[src/rtl/bus_arbiter.sv]
// Purpose: shares one bus between instruction fetch and load/store, MEM first.
// Latency: request at cycle N -> bus_req from N+1; bus_ack at M -> done at M+1.
// Backpressure: requesters stall via stallreq_* until done; no preemption.
module bus_arbiter (
    input  logic        clk,
    input  logic        rst,
    input  logic        if_ce,
    input  logic [31:0] if_addr,
    input  logic        flush,
    input  logic        mem_ce,
    input  logic        mem_we,
    input  logic [31:0] mem_addr,
    input  logic [3:0]  mem_sel,
    input  logic [31:0] mem_wdata,
    input  logic [31:0] bus_rdata,
    input  logic        bus_ack,
    output logic        bus_req,
    output logic        bus_we,
    output logic [31:0] bus_addr,
    output logic [3:0]  bus_sel,
    output logic [31:0] bus_wdata,
    output logic [31:0] if_rdata,
    output logic        if_done,
    output logic [31:0] mem_rdata,
    output logic        mem_done,
    output logic        stallreq_if,
    output logic        stallreq_mem
);

    typedef enum logic [1:0] {
        IDLE     = 2'd0,
        IF_BUSY  = 2'd1,
        MEM_BUSY = 2'd2,
        IF_FLUSH = 2'd3
    } state_t;

    state_t      state, state_nxt;
    logic        bus_req_nxt;
    logic        bus_we_nxt;
    logic [31:0] bus_addr_nxt;
    logic [3:0]  bus_sel_nxt;
    logic [31:0] bus_wdata_nxt;
    logic [31:0] if_rdata_nxt;
    logic        if_done_nxt;
    logic [31:0] mem_rdata_nxt;
    logic        mem_done_nxt;

    // A requester is still released by its done pulse during the first IDLE
    // cycle, so that cycle must not re-grant the request that just finished.
    logic        mem_pending;
    logic        if_pending;

    assign mem_pending  = mem_ce & ~mem_done;
    assign if_pending   = if_ce & ~if_done;
    assign stallreq_mem = mem_pending;
    assign stallreq_if  = if_pending;

    // Next-state and next-output decode; bus fields hold unless a grant loads them.
    always_comb begin
        state_nxt     = state;
        bus_req_nxt   = bus_req;
        bus_we_nxt    = bus_we;
        bus_addr_nxt  = bus_addr;
        bus_sel_nxt   = bus_sel;
        bus_wdata_nxt = bus_wdata;
        if_rdata_nxt  = if_rdata;
        mem_rdata_nxt = mem_rdata;
        if_done_nxt   = 1'b0;
        mem_done_nxt  = 1'b0;

        case (state)
            IDLE: begin
                if (mem_pending) begin
                    state_nxt     = MEM_BUSY;
                    bus_req_nxt   = 1'b1;
                    bus_we_nxt    = mem_we;
                    bus_addr_nxt  = mem_addr;
                    bus_sel_nxt   = mem_sel;
                    bus_wdata_nxt = mem_wdata;
                end else if (if_pending) begin
                    state_nxt     = IF_BUSY;
                    bus_req_nxt   = 1'b1;
                    bus_we_nxt    = 1'b0;
                    bus_addr_nxt  = if_addr;
                    bus_sel_nxt   = 4'b1111;
                end else begin
                    bus_req_nxt   = 1'b0;
                end
            end

            MEM_BUSY: begin
                if (bus_ack) begin
                    state_nxt    = IDLE;
                    bus_req_nxt  = 1'b0;
                    mem_done_nxt = 1'b1;
                    if (!bus_we) begin
                        mem_rdata_nxt = bus_rdata;
                    end
                end
            end

            IF_BUSY: begin
                if (bus_ack) begin
                    state_nxt   = IDLE;
                    bus_req_nxt = 1'b0;
                    if (!flush) begin
                        if_rdata_nxt = bus_rdata;
                        if_done_nxt  = 1'b1;
                    end
                end else if (flush) begin
                    state_nxt = IF_FLUSH;
                end
            end

            IF_FLUSH: begin
                // The bus cycle must still complete; its data is dropped.
                if (bus_ack) begin
                    state_nxt   = IDLE;
                    bus_req_nxt = 1'b0;
                end
            end

            default: begin
                state_nxt   = IDLE;
                bus_req_nxt = 1'b0;
            end
        endcase
    end

    // State and registered outputs, cleared by synchronous active-low reset.
    always_ff @(posedge clk) begin
        if (!rst) begin
            state     <= IDLE;
            bus_req   <= 1'b0;
            bus_we    <= 1'b0;
            bus_addr  <= 32'd0;
            bus_sel   <= 4'd0;
            bus_wdata <= 32'd0;
            if_rdata  <= 32'd0;
            if_done   <= 1'b0;
            mem_rdata <= 32'd0;
            mem_done  <= 1'b0;
        end else begin
            state     <= state_nxt;
            bus_req   <= bus_req_nxt;
            bus_we    <= bus_we_nxt;
            bus_addr  <= bus_addr_nxt;
            bus_sel   <= bus_sel_nxt;
            bus_wdata <= bus_wdata_nxt;
            if_rdata  <= if_rdata_nxt;
            if_done   <= if_done_nxt;
            mem_rdata <= mem_rdata_nxt;
            mem_done  <= mem_done_nxt;
        end
    end

endmodule

[config.mk]
export PLATFORM = sky130hd
export DESIGN_NAME = bus_arbiter
export DESIGN_NICKNAME = d
export VERILOG_FILES = /design/src/rtl/bus_arbiter.sv
export SDC_FILE = /design/constraint.sdc
export NUM_CORES = 1
export LEC_CHECK = 0
export BUFFER_PORTS_ARGS = -buffer_cell sky130_fd_sc_hd__buf_4
export CORE_MARGIN = 1.5
export CORE_UTILIZATION = 40
export CTS_CLUSTER_DIAMETER = 120
export DETAILED_ROUTE_END_ITERATION = 8
export GPL_TIMING_DRIVEN = 1
export PLACE_DENSITY = 0.8
export SYNTH_ARGS = -nofsm -noshare
export SYNTH_HDL_FRONTEND = slang
export SYNTH_SLANG_ARGS = --single-unit
[constraint.sdc]
create_clock -name clk -period 2.06 [get_ports clk]
set_clock_uncertainty 0.1 [all_clocks]
set_input_delay 0.103 -clock clk [delete_from_list [all_inputs] [get_ports clk]]
set_output_delay 0.103 -clock clk [all_outputs]
set_load 0.005 [all_outputs]
==> flow_metrics.tcl <==
set metrics [dict create \
    end_kind "register" \
    critPathMaxFanout 22 \
    cp-start-kind "register" \
    finalWirelength_mm 20.1 \
    ys_seq_elements 138 \
    rows 41 \
    cts_root_buf "clkbuf_16" \
    drive_gt1_frac 0.328 \
    dieWidth_um 116 \
    hold_viol 0 \
    syn_avg_cell_area_um2 8.05 \
    cts_tree "yes" \
    power.density_nw_per_um2 834 \
    fin_cells 1219 \
    viasPerCell 4.97 \
    grt_usage 0.292 \
    crit_path_cell_trace "nor2_2 -> o21a_4 -> buf_12 -> nor2_1 -> a311oi_1" \
    max_stage_delay_ns 0.42 \
    dieArea_um2 13500 \
    clock-sinks 138 \
    grt_pass1_vias 6123 \
    cts_setup_buffers 0 \
    hp-class "input pin to register" \
    postRouteAntennaNets 0 \
    cp.arrival_ns 2.05 \
    required_ns 2.25 \
    final_cell_mix "buf_4 (283), nand2_1 (259), dfxtp_1 (138), dlygate4sd3_1 (136), a21oi_1 (99)" \
    ys_warn_count 0 \
    grt_max_degree 61 \
    worst_pin_slew_ns 0.651 \
    wl_per_cell_um 16.5 \
    synthCells 639 \
    p_leak_nw 4.07 \
    portBuffers 276 \
    drc 0 \
    area.growth.synth_to_final_pct 81.9 \
    design_area_um2 9360 \
    cts.htree.levels 4 \
    fin_crit_sh 0.902 \
    yosysSeqAreaShare 0.537 \
    dr.pass1.iters 5 \
    place_area_um2 7360 \
    drv_cap 0 \
    start_util 0.409 \
    vdd_drop_max_uv 484 \
    syn_nets 778 \
    dp_cells 1050 \
    coreArea_um2 12600 \
    boundaryPins 277 \
    async_flop_share 0 \
    clockBufferDepth 2 \
    synth_area_um2 5140 \
    path_clk_slew_ns 0.06 \
    grt-ovfl-total 0 \
    globalplace.congestion 0.810 \
    clk_latency_ns 0.42 \
    drv_slew 0 \
    dr.first_iter.drc_count 469 \
    r2r_setup_slack_ns 0.20 \
    num_vias 6062 \
    slew_headroom 0.566 \
    status "finished, final reports clean" \
    cts_buffers 17 \
    setup_viol 0 \
    finish.net_count 1172 \
    grt_pass1_wl_mm 30.2 \
    critPathKind "register to register" \
    synth_edf_count 0 \
    fin_crit_ns 1.86 \
    rsz0062_at_grt "false" \
    synth_cell_types 26 \
    fmax_mhz 538 \
    setup_tns_ns 0 \
    grt_antenna_before_repair 1 \
    cp_slowest_cell "dfxtp_1" \
    utilization 0.745 \
    post-dp-hpwl_mm 11.2 \
    final_common_cell "buf_4" \
    die_h_um 116 \
    ys.flop_type "dfxtp_1" \
]
==> layout make-up <==
class | count | area, um2
inverter | 4 | 20.0
multi-input combinational | 448 | 2140
clock inverter | 14 | 195
antenna | 1 | 2.50
clock buffer | 18 | 439
timing repair buffer | 424 | 3590
fill | 814 | 3210
sequential | 138 | 2760
tap | 172 | 215
==> cell usage after synthesis, types with 2 or more instances <==
cell type	n	area (um2)
clkbuf_1	20	75.1
inv_1	2	7.51
a311oi_2	11	165
buf_6	3	33.8
o221a_2	4	45.0
o21ai_0	2	10.0
dfxtp_1	138	2760
nand3b_1	2	15.0
a311oi_1	21	184
nor2_1	39	146
nand2_1	259	972
nor3_2	2	20.0
a21oi_1	99	495
buf_2	25	125
==> registers in the layout, summed over array words and instances, names as in the netlist <==
name	count
bus_addr	32
if_rdata	32
bus_sel	4
state	2
mem_done	1
bus_wdata	32
if_done	1
mem_rdata	32
bus_req	1
bus_we	1
==> layer usage <==
layer,up-vias,wire (um),global-route usage
met2,286,9940,0.509
met1,2811,7580,0.306
met4,0,738,0.151
met5,-,0,0
li1,2905,-,-
met3,60,1800,0.111
==> report_power, final <==
group          switching (mW)  total, mW  internal [mW]  leakage, nW
Clock                    1.19       3.25           2.06        0.287
Sequential              0.132       3.02           2.88         1.13
Combinational           0.709       1.53          0.823         2.65
Total                    2.04       7.80           5.76         4.07
==> worst max-delay path, delay by kind of cell, from the launching register on <==
kind                   cells  cell delay, ns
buffers and inverters      1            0.20
DFF                        1            0.42
AOI/OAI and AO/OA          2            0.70
and+or+nand+nor            2            0.30
==> kinds of logic after synthesis <==
family | after synthesis | share of synthesized area
buf+inv | 53 | 0.0504
simple gates | 308 | 0.231
compound gates | 140 | 0.181
flops | 138 | 0.537
==> metrics by stage <==
stage | setup WS (ns) | hold WS [ns] | power [mW]
floorplan | 0.594 | 0.139 | 3.63
global placement | 0.363 | 0.248 | 4.29
detailed placement | 0.290 | 0.260 | 4.32
CTS | 0.228 | 0.235 | 7.77
global route | 0.144 | 0.305 | 8.08
finish | 0.203 | 0.251 | 7.80
==> timing repair <==
item                                   CTS  global route
resized for setup                        0             0
hold buffers                           136             0
endpoints found under the hold margin  137             0
==> worst paths after layout <==
check,start,to,cells after the start
min,if_ce,bus_req,4
max reg2reg,state[1],bus_addr[23],5
max,state[1],bus_addr[23],5
min reg2reg,if_rdata[14],if_rdata[14],2
Note: power is estimated with default switching activity, not from simulation.
